## config.mk

```make
export PLATFORM = sky130hd
export DESIGN_NAME = array_11_queue
export DESIGN_NICKNAME = d
export VERILOG_FILES = /design/src/rtl/array_11_queue.sv
export SDC_FILE = /design/constraint.sdc
export NUM_CORES = 1
export LEC_CHECK = 0
export CORE_ASPECT_RATIO = 1.1
export CORE_UTILIZATION = 25
export CTS_BUF_LIST = sky130_fd_sc_hd__clkbuf_4
export CTS_CLUSTER_DIAMETER = 60
export DETAILED_ROUTE_END_ITERATION = 7
export HOLD_SLACK_MARGIN = 0.15
export PLACE_DENSITY = 0.51
export SETUP_SLACK_MARGIN = 0.4
export SLEW_MARGIN = 0
export SYNTH_ARGS = -nofsm -noshare
export SYNTH_HDL_FRONTEND = slang
export SYNTH_SLANG_ARGS = --single-unit
export TNS_END_PERCENT = 50
```

## constraint.sdc

```tcl
create_clock -name clock -period 5.25 [get_ports clock]
set_clock_uncertainty 0.15 [all_clocks]
set_input_delay 0.7875 -clock clock [delete_from_list [all_inputs] [get_ports clock]]
set_output_delay 0.7875 -clock clock [all_outputs]
set_load 0.005 [all_outputs]
```

## src/rtl/array_11_queue.sv

```systemverilog
// 18-entry FIFO over a 16x28 single-port SRAM plus a 2-entry output buffer. Bypass: deq valid 1 cycle after enq, RAM path 3 cycles.
// Backpressure: reads own the port, so enqueue stalls while the RAM drains. io_deq_ready reaches io_enq_ready combinationally.
module array_11_queue #(
  parameter int DEPTH    = 16,
  parameter int WIDTH    = 28,
  parameter int OB_DEPTH = 2
) (
  input  logic             clock,
  input  logic             reset,
  input  logic             io_enq_valid,
  output logic             io_enq_ready,
  input  logic [WIDTH-1:0] io_enq_bits,
  output logic             io_deq_valid,
  input  logic             io_deq_ready,
  output logic [WIDTH-1:0] io_deq_bits,
  output logic [4:0]       io_count,
  output logic [3:0]       mem_addr,
  output logic             mem_en,
  output logic             mem_wmode,
  output logic [1:0]       mem_wmask,
  output logic [WIDTH-1:0] mem_wdata,
  input  logic [WIDTH-1:0] mem_rdata
);

  logic [3:0]       wr_ptr;
  logic [3:0]       rd_ptr;
  logic [4:0]       r_cnt;
  logic             inflight;
  logic [1:0]       ob_cnt;
  logic             ob_head;
  logic [WIDTH-1:0] ob_dat [OB_DEPTH];
  logic [3:0]       addr_q;
  logic [WIDTH-1:0] wdata_q;

  logic             deq_fire;
  logic [2:0]       ob_sum;
  logic             ob_credit;
  logic             rd_issue;
  logic             bypass_ok;
  logic             wr_ok;
  logic             enq_fire;
  logic             wr_fire;
  logic             ob_push;
  logic             ob_tail;
  logic [WIDTH-1:0] ob_push_dat;

  assign io_deq_valid = (ob_cnt != 2'd0);
  assign io_deq_bits  = ob_dat[ob_head];
  assign deq_fire     = io_deq_valid & io_deq_ready;

  // Buffer slots that would be committed after this cycle, counting a read already in flight.
  assign ob_sum    = {1'b0, ob_cnt} + {2'b00, inflight} - {2'b00, deq_fire};
  assign ob_credit = (ob_sum < 3'd2);

  assign rd_issue  = !reset & (r_cnt != 5'd0) & ob_credit;
  assign bypass_ok = !reset & (r_cnt == 5'd0) & !inflight & ob_credit;
  assign wr_ok     = !reset & !rd_issue & !bypass_ok & (r_cnt < 5'(DEPTH));

  assign io_enq_ready = bypass_ok | wr_ok;
  assign enq_fire     = io_enq_valid & io_enq_ready;
  assign wr_fire      = enq_fire & !bypass_ok;

  assign mem_en    = rd_issue | wr_fire;
  assign mem_wmode = wr_fire;
  assign mem_wmask = wr_fire ? 2'b11 : 2'b00;

  always_comb begin
    mem_addr  = addr_q;
    mem_wdata = wdata_q;
    if (rd_issue) begin
      mem_addr = rd_ptr;
    end else if (wr_fire) begin
      mem_addr  = wr_ptr;
      mem_wdata = io_enq_bits;
    end
  end

  // Capture and bypass are mutually exclusive since bypass requires no read in flight.
  assign ob_push     = (!reset & inflight) | (enq_fire & bypass_ok);
  assign ob_push_dat = inflight ? mem_rdata : io_enq_bits;
  assign ob_tail     = ob_head ^ ob_cnt[0];

  assign io_count = r_cnt + {4'd0, inflight} + {3'd0, ob_cnt};

  always_ff @(posedge clock) begin
    if (reset) begin
      wr_ptr   <= 4'd0;
      rd_ptr   <= 4'd0;
      r_cnt    <= 5'd0;
      inflight <= 1'b0;
      ob_cnt   <= 2'd0;
      ob_head  <= 1'b0;
      addr_q   <= 4'd0;
      wdata_q  <= '0;
    end else begin
      if (rd_issue) rd_ptr <= rd_ptr + 4'd1;
      if (wr_fire)  wr_ptr <= wr_ptr + 4'd1;
      r_cnt    <= r_cnt + {4'd0, wr_fire} - {4'd0, rd_issue};
      inflight <= rd_issue;
      ob_cnt   <= ob_cnt + {1'b0, ob_push} - {1'b0, deq_fire};
      if (deq_fire) ob_head <= ~ob_head;
      if (mem_en) begin
        addr_q  <= mem_addr;
        wdata_q <= mem_wdata;
      end
    end
  end

  always_ff @(posedge clock) begin
    if (ob_push) ob_dat[ob_tail] <= ob_push_dat;
  end

endmodule

```

==> results of run 1 <==
registers in the layout, indices dropped and copies added (netlist names), named ones only:
| name | flops |
|---|---|
| rd_ptr | 4 |
| wr_ptr | 4 |
| addr_q | 4 |
| wdata_q | 28 |
| inflight | 1 |
| r_cnt | 5 |
| ob_dat | 56 |
| ob_cnt | 2 |
| ob_head | 1 |
cells by family after synthesis:
logic type / share of synthesized area
and+or+nand+nor: 0.0977
AOI/OAI and AO/OA: 0.100
xor gates and xnor gates: 0.0218
muxes: 0.135
DFF: 0.555
buffers and inverters: 0.0402
adders and majority gates: 0.0503
repair_timing:
item,in CTS,in global routing
setup buffers,1,1
hold endpoints to repair,0,0
pin swaps,1,14
hold buffers,0,0
setup endpoints to repair,37,33
gates resized for setup,6,12
where the power goes:
| part | total (mW) | internal (mW) | leakage [nW] | switching [mW] |
|---|---|---|---|---|
| Combinational | 1.53 | 0.790 | 1.50 | 0.737 |
| Clock | 0.432 | 0.162 | 0.0756 | 0.270 |
| Sequential | 1.12 | 1.05 | 0.918 | 0.0708 |
area by class of cell:
cell class / count / area (µm²)
inverter: 17 / 66.3
multi-input combinational: 273 / 2000
fill: 1853 / 12000
sequential: 106 / 2690
clock inverter: 4 / 50.0
clock buffer: 12 / 90.1
tap: 243 / 304
timing repair buffer: 142 / 1450
cells in the mapped netlist, drive strengths merged (5+ instances only):
cell    instances  area, µm²
nor2           10       37.5
nand3          33        165
clkbuf         19       71.3
a21oi          37        185
dfxtp          50       1000
ha             13        163
o21ai          32        160
o211ai          5       42.5
mux2           56        631
nand2          41        154
edfxtp         56       1680
inv            17       63.8
buf            10       58.8
nor2b           7       43.8
xnor2           8       70.1
layer usage:
metal	wire length (µm)	vias to the layer above	share of wire	GRT usage
li1	-	1764	-	-
met4	211	0	0.016	0.0522
met1	5620	1781	0.43	0.160
met5	0	-	0	0
met2	6590	89	0.51	0.235
met3	560	12	0.043	0.0247
metrics by stage:
| stage | hold slack (ns) | cells | power, mW | instance area [µm²] | utilization |
|---|---|---|---|---|---|
| 6_report | 0.355 | 797 | 3.08 | 6650 | 0.356 |
| 5_1_grt | 0.379 | 797 | 3.29 | 6650 | 0.356 |
| 4_1_cts | 0.360 | 796 | 3.08 | 6600 | 0.354 |
| 3_5_place_dp | 0.340 | 779 | 2.59 | 6420 | 0.344 |
| 3_3_place_gp | 0.316 | 779 | 2.57 | 6420 | 0.344 |
| 2_1_floorplan | 0.284 | 425 | 1.90 | 4830 | - |
final timing paths:
check	start	end	slack (ns)	cells past startpoint
worst max-delay path	io_deq_ready	mem_wdata[13]	0.54	11
worst min-delay path	rd_ptr[3]	rd_ptr[3]	0.35	1
worst max register to register	ob_cnt[1]	r_cnt[4]	1.17	17
worst min register to register	rd_ptr[3]	rd_ptr[3]	0.35	1
worst max-delay path, stage by stage:
cell and delay [ns]:
clkdlybuf4s50_1 0.40, and2_2 0.20, ha_1 0.27, nand2b_1 0.15
fa_1 0.51, nor2b_4 0.25, o211a_4 0.23, buf_12 0.17
o21ai_0 0.14, nand2_1 0.14, clkdlybuf4s50_1 0.51
==> key figures, run 1 <==
Route
  – DRT iter0 DRCs: slightly below 100
  – Via-to-Cell Ratio: approximately 4.6
  – Vias: 3646
  – Wirelength per Cell: 16.3 µm
  – Final WL: 13.0 mm
  – Drt drc: 0
  – Post-route ant nets: 0
  – Drt first pass iters: 4

STA
  – Total negative slack: 0 ns
  – Fin crit share: 0.897
  – Final Max Slew Viols: 0
  – RSZ-0062 raised after global routing: yes
  – Relative slew slack: 0.149
  – Fin crit period: 4.71 ns
  – Final Hold Fails: 0
  – Least-Margin Pin Slew: about 1.3 ns
  – # setup viols final: 0
  – Setup ws final: between 0.5 and 0.6 ns
  – Fmax: about 0.21 GHz

Clock network
  – Clock-pin slew of the registers on the worst-case setup and hold paths: roughly 0.17 ns
  – CTS tree: done
  – H-tree levels: 3
  – Max clock buf depth: 2
  – Clk_lat worst skew: between 0.4 and 0.5 ns
  – CTS Root Cell: clkbuf_4
  – Clk sinks: 106
  – Num CTS Buffers: 9

Critical path
  – CP Class: primary input to output pin
  – Worst-path fanout max: 24
  – CP arrival: about 3.8 ns
  – WP data required: 4.31 ns
  – Worst setup SP type: primary input
  – CP endpoint kind: output pin

Global route
  – Tot GR Track Use: 0.133
  – GRT overflow: 0
  – Number of global-route vias before repair: between 3000 and 4000
  – Antenna violations before repair: 0
  – Largest net degree at the start of global routing: 50
  – First-pass GRT wire length: around 20 mm

Die
  – Core region area: ~0.019 mm²
  – Die Ht: between 100 and 150 µm
  – Die ar.: between 0.015 and 0.02 mm²
  – Initial Util: 0.259
  – DIE WIDTH: ~130 µm
  – IO Count: between 100 and 150
  – Row count: 52

Logic synthesis
  – Synthesis-stage register bit count: approximately 110
  – Yosys warnings: 0
  – Cell count after synthesis: 425
  – Cell Area, Synth: 0.00483 mm²
  – Syn_area_per_cell: around 11 µm²
  – Yosys cell types: 38
  – Dominant synthesized flop cell: edfxtp_1
  – Register area share after synthesis: 0.555
  – Post-synth EDFFs: 56
  – Post-synth net total: about 500
  – Share of flip-flops with an asynchronous set or reset: 0

Place
  – Buffers on Ports: 130
  – Place WS: between 0.1 and 0.15 ns
  – GPL Wtd Cong: about 0.77
  – HPWL after DPL: about 9 mm

Layout
  – Highest-count cells in the layout ignoring fill and taps: 129 x clkdlybuf4s50_1, 56 x mux2_2, 56 x edfxtp_1
  – Diodes inserted: 0
  – Most common cell after layout, fill and taps aside: clkdlybuf4s50_1
  – Area grow syn2layout: 37.6%
  – Nets: around 630
  – Proportion of layout cells with a drive suffix above 1: 0.175

Pwr
  – Peak supply drop: between 200 and 250 µV
  – Pwr Density: 464 mW/mm²
  – Leak Pwr: between 2 and 2.5 nW

Worst hold path
  – Worst Hold Class: flip-flop to flip-flop

Run status
  – Status: finished clean

Run
  – Max Cap Violations: 0
Note: power is estimated with default switching activity, not from simulation.
==> inputs of run 2 (changes only) <==
--- a/config.mk
+++ b/config.mk
@@ -7,11 +7,11 @@
 export LEC_CHECK = 0
 export CORE_ASPECT_RATIO = 1.1
 export CORE_UTILIZATION = 25
-export CTS_BUF_LIST = sky130_fd_sc_hd__clkbuf_4
 export CTS_CLUSTER_DIAMETER = 60
 export DETAILED_ROUTE_END_ITERATION = 7
-export HOLD_SLACK_MARGIN = 0.15
+export HOLD_SLACK_MARGIN = 0.06
 export PLACE_DENSITY = 0.51
+export REMOVE_ABC_BUFFERS = 1
 export SETUP_SLACK_MARGIN = 0.4
 export SLEW_MARGIN = 0
 export SYNTH_ARGS = -nofsm -noshare
==> run 2 against run 1 <==
Global-route usage down 0.071 points. Worst hold slack worse by 0.011 ns. Final cell count unchanged. Largest cell class unchanged. Highest routed layer unchanged. Non-clock buffer count down 1. Largest power group unchanged. Critical endpoint is now mem_wdata[15]. Sequential power up 4%.
==> key figures, run 2 (synthesis results as in run 1) <==
Run status
  – Status: finished clean

STA
  – Hold WS: 0.344 ns
  – Fin crit share: 0.893
  – Total negative slack: 0 ns
  – Final Hold Fails: 0
  – Fin crit period: 4.69 ns
  – Setup ws final: about 0.56 ns
  – Fmax: between 0.2 and 0.25 GHz
  – # setup viols final: 0
  – RSZ-0062 raised after global routing: no
  – Least-Margin Pin Slew: 0.776 ns
  – Relative slew slack: 0.482
  – Final Max Slew Viols: 0

Global route
  – Tot GR Track Use: 0.133
  – First-pass GRT wire length: slightly below 20 mm
  – GRT overflow: 0
  – Largest net degree at the start of global routing: 40
  – Antenna violations before repair: 0
  – Number of global-route vias before repair: 3670

Route
  – Final WL: between 10 and 15 mm
  – Via-to-Cell Ratio: roughly 4.5
  – Drt first pass iters: 4
  – DRT iter0 DRCs: 106
  – Wirelength per Cell: 17.1 µm
  – Drt drc: 0
  – Vias: between 3000 and 4000
  – Post-route ant nets: 0

Clock network
  – Max clock buf depth: 2
  – Clk sinks: about 110
  – Clock-pin slew of the registers on the worst-case setup and hold paths: approximately 0.07 ns
  – Clk_lat worst skew: 0.35 ns
  – CTS Root Cell: clkbuf_16
  – CTS tree: done
  – H-tree levels: 3
  – Hold_buf cts: 0
  – Num CTS Buffers: 9

Die
  – Die Ht: 148 µm
  – Die ar.: 0.0199 mm²
  – IO Count: ~130
  – DIE WIDTH: around 130 µm
  – Row count: 52
  – Initial Util: 0.259
  – Core region area: between 0.015 and 0.02 mm²

Pwr
  – Pwr Density: between 400 and 500 mW/mm²
  – Leak Pwr: roughly 2.6 nW
  – Design Power: 3.35 mW
  – Peak supply drop: ~220 µV

Critical path
  – Worst-path fanout max: 20
  – CP Class: primary input to output pin
  – WP data required: 4.31 ns
  – CP delay by family, top: buffers and inverters
  – Worst setup SP type: primary input
  – Critical path, cell by cell: clkdlybuf4s50_1 -> and2_2 -> ha_1 -> nand2b_1 -> fa_2 -> nor2b_4 -> o211a_4 -> buf_12 -> o21ai_0 -> nand2_1 -> clkdlybuf4s50_1
  – CP dominant cell by count: clkdlybuf4s50_1
  – CP endpoint kind: output pin
  – CP max stage delay: around 0.53 ns
  – Slowest-stage cell, CP: fa_2
  – CP arrival: roughly 3.8 ns
  – WP buf/inv: 3

Place
  – GPL Wtd Cong: between 0.7 and 0.8
  – Post-DP Area: about 0.0064 mm²
  – Dpl cells: 777
  – HPWL after DPL: 8.97 mm
  – Place WS: between 0.2 and 0.25 ns
  – Buffers on Ports: 130

Layout
  – Area grow syn2layout: 40.9%
  – Highest-count cells in the layout ignoring fill and taps: 129 x clkdlybuf4s50_1, 56 x mux2_2, 56 x edfxtp_1
  – Final Cell Area: 0.00681 mm²
  – Top reg by flops: ob_dat
  – Fill cells: 1841
  – Nets: about 630
  – Final Non-Filler Cells: 797
  – Most common cell after layout, fill and taps aside: clkdlybuf4s50_1
  – Reg area: 0.00269 mm²
  – Proportion of layout cells with a drive suffix above 1: 0.181
  – Max reg flops: 56
  – Multi-input logic area: between 0.002 and 0.0025 mm²
  – Biggest regs: ob_dat (56), wdata_q (28), r_cnt (5)
  – Diodes inserted: 0
  – Fin util: 0.364

Worst hold path
  – Worst Hold Class: flip-flop to flip-flop

Run
  – Max Cap Violations: 0
[run 2: cell type report]
cell class	instances	area share
Sequential cell	106	0.395
Inverter	17	0.00938
Timing Repair Buffer	141	0.211
Multi-Input combinational cell	274	0.299
Tap cell	243	0.0447
Clock buffer	9	0.0331
Clock inverter	7	0.00754
[run 2: routing by layer]
metal	track usage	wire [µm]	vias up
met1	0.161	6090	1740
met5	0	0	-
li1	-	-	1778
met4	0.0528	196	0
met3	0.0230	549	12
met2	0.232	6780	90
[run 2: worst paths after layout]
kind,start,endpoint,slack (ns),depth (start not counted)
hold / removal,rd_ptr[3],rd_ptr[3],0.34,1
setup / recovery,io_deq_ready,mem_wdata[15],0.56,11
setup reg to reg,ob_cnt[1],r_cnt[4],1.11,17
hold reg to reg,rd_ptr[3],rd_ptr[3],0.34,1
[run 2: worst register-to-register path, delay by kind of cell (launching register included)]
family          cells  cell delay [ns]
buf+inv             3             0.30
flops               1             0.39
simple gates        7             1.32
compound gates      2             0.26
fa+ha+maj           5             1.58
[run 2: power breakdown]
part,leakage (nW),switching [mW],total [mW],internal (mW)
clock,0.132,0.322,0.647,0.325
sequential,0.918,0.113,1.17,1.05
combinational,1.51,0.739,1.53,0.796
[run 2: repair_timing]
| action | 4_1_cts | 5_1_grt |
|---|---|---|
| hold endpoints to repair | 0 | 0 |
| pin swaps | 0 | 2 |
| buffers inserted | 0 | 2 |
| gates cloned | 0 | 2 |
| gates resized for setup | 3 | 8 |
| endpoints found under the setup margin | 32 | 33 |
==> inputs of run 3 (changes only) <==
==> constraint.sdc (replaced) <==
create_clock -name clock -period 5.25 [get_ports clock]
set_clock_uncertainty 0.15 [all_clocks]
set_input_delay 0.7875 -clock clock [delete_from_list [all_inputs] [get_ports clock]]
set_output_delay 0.7875 -clock clock [all_outputs]
set_load 0.01 [all_outputs]
==> run 3 against run 2 <==
Worst hold slack got worse by 0.023 ns. Final cell count rose by 0.50%. Combinational power rose by 12%. Via count rose by 2.3%. Die area did not move. Critical path depth did not move. First-iteration DRC count rose by 65%. Worst setup slack got worse by 0.058 ns. Critical endpoint unchanged. Highest routed layer unchanged.
==> key figures, run 3 (synthesis results as in run 1) <==
Run status
  – Status: finished clean

Layout
  – Nets: 630
  – Biggest regs: ob_dat (56), wdata_q (28), r_cnt (5)
  – Area grow syn2layout: 43.3%
  – Fill cells: roughly 1800
  – Most common cell after layout, fill and taps aside: clkdlybuf4s50_1
  – Top reg by flops: ob_dat
  – Max reg flops: 56
  – Proportion of layout cells with a drive suffix above 1: 0.186
  – Highest-count cells in the layout ignoring fill and taps: 124 x clkdlybuf4s50_1, 56 x mux2_2, 56 x edfxtp_1
  – Diodes inserted: 0

Global route
  – Grt met1 use: 0.168
  – GRT overflow: 0
  – Antenna violations before repair: 0
  – Global route hottest layer: met2
  – Tot GR Track Use: 0.139
  – Largest net degree at the start of global routing: 40
  – M3 GR Usage: 0.0267
  – Number of global-route vias before repair: between 3000 and 4000
  – Met2 global-route usage: 0.242
  – First-pass GRT wire length: slightly above 20 mm

Pwr
  – Logic gate share of total power: 0.477
  – Sw frac: 0.357
  – Cell-internal power: 2.30 mW
  – Pwr Density: 518 mW/mm²
  – Leak Pwr: 2.69 nW
  – Proportion of power drawn by the clock network: 0.197
  – NetSw: 1.28 mW
  – Flop pwr share: 0.326
  – Peak supply drop: 288 µV

Clock network
  – Clk_lat worst skew: between 0.3 and 0.4 ns
  – Clock-pin slew of the registers on the worst-case setup and hold paths: approximately 0.07 ns
  – Hold_buf cts: 0
  – Num CTS Buffers: 9
  – CTS tree: done
  – H-tree levels: 3
  – Clk sinks: 106
  – CTS Root Cell: clkbuf_16
  – Max clock buf depth: 2

Route
  – Wirelength per Cell: 17.3 µm
  – Via-to-Cell Ratio: 4.62
  – Drt drc: 0
  – Drt first pass iters: 4
  – Vias: around 3700
  – Post-route ant nets: 0
  – Final WL: between 10 and 15 mm
  – DRT iter0 DRCs: between 150 and 200

Critical path
  – WP data required: ~4.3 ns
  – Slowest-stage cell, CP: fa_2
  – CP max stage delay: between 0.5 and 0.6 ns
  – WP buf/inv: 3
  – CP endpoint kind: output pin
  – CP delay by family, top: buffers and inverters
  – CP Class: primary input to output pin
  – Worst-path fanout max: 20
  – Critical path, cell by cell: clkdlybuf4s50_1 -> and2_1 -> ha_1 -> nand2b_1 -> fa_2 -> nor2b_4 -> o211a_4 -> buf_12 -> o21ai_0 -> nand2_1 -> clkdlybuf4s50_1
  – CP arrival: around 3.8 ns
  – Worst setup SP type: primary input
  – CP dominant cell by count: clkdlybuf4s50_1

STA
  – Hold WS: approximately 0.32 ns
  – Relative slew slack: 0.482
  – Total negative slack: 0 ns
  – # setup viols final: 0
  – Fmax: ~0.21 GHz
  – Final Hold Fails: 0
  – RSZ-0062 raised after global routing: yes
  – Fin crit period: around 4.7 ns
  – Least-Margin Pin Slew: between 0.7 and 0.8 ns
  – Final Max Slew Viols: 0
  – Fin crit share: 0.904

Place
  – GPL Wtd Cong: slightly below 0.8
  – Buffers on Ports: 130
  – HPWL after DPL: around 9.0 mm

Die
  – IO Count: about 130
  – Die ar.: just under 0.02 mm²
  – DIE WIDTH: 135 µm
  – Die Ht: about 150 µm
  – Core region area: 0.0187 mm²
  – Initial Util: 0.259
  – Row count: 52

Worst hold path
  – Worst Hold Class: flip-flop to flip-flop

Run
  – Max Cap Violations: 0
run 3: changes by cell type in the layout (fill, tap and decap cells not counted), sizes merged:
cell / before / now
buf: 11 / 15
bufinv: 0 / 1
clkdlybuf4s50: 129 / 124
clkinvlp: 2 / 1
dlymetal6s2s: 0 / 5
run 3: metal layers:
layer,part of all wire,wire length [µm]
met5,0,0
met4,0.016,215
met3,0.040,551
met1,0.45,6180
met2,0.50,6910
run 3: cell type report:
cell class | count | area, µm² | area share
flip-flops and latches | 106 | 2690 | 0.388
multi-input cells | 274 | 2040 | 0.295
inverters | 17 | 63.8 | 0.00922
well taps | 243 | 304 | 0.0439
repair buffers | 145 | 1510 | 0.219
clock buffers | 9 | 225 | 0.0325
clock inverters | 7 | 87.6 | 0.0127
run 3: power by group through the flow:
stage | Combinational, mW | Clock (mW) | Sequential [mW]
2_1_floorplan | 0.754 | 0 | 1.15
3_3_place_gp | 1.46 | 0 | 1.18
3_5_place_dp | 1.49 | 0 | 1.19
4_1_cts | 1.61 | 0.729 | 1.17
5_1_grt | 1.86 | 0.764 | 1.19
6_report | 1.71 | 0.708 | 1.17
run 3: worst paths after layout:
| check | from | end | slack, ns | cells past startpoint |
|---|---|---|---|---|
| max | io_deq_ready | mem_wdata[15] | 0.50 | 11 |
| min | rd_ptr[3] | rd_ptr[3] | 0.32 | 1 |
| max reg2reg | ob_cnt[1] | r_cnt[4] | 0.97 | 18 |
| min reg2reg | rd_ptr[3] | rd_ptr[3] | 0.32 | 1 |
run 3: metrics by stage:
stage / total power, mW / area [µm²] / cells / util / setup slack, ns
after floorplan: 1.91 / 4700 / 396 / - / 0.823
after global placement: 2.64 / 6430 / 778 / 0.344 / 0.278
after detailed placement: 2.68 / 6430 / 778 / 0.344 / 0.209
after CTS: 3.51 / 6810 / 797 / 0.365 / 0.412
after global routing: 3.81 / 6920 / 801 / 0.371 / 0.371
final: 3.58 / 6920 / 801 / 0.371 / 0.503
run 3: what timing repair did:
item                                    4_1_cts  5_1_grt
pin swaps                                     2        1
cloned                                        1        1
setup buffers                                 2        3
endpoints found under the setup margin       33       33
resized for setup                             4       11
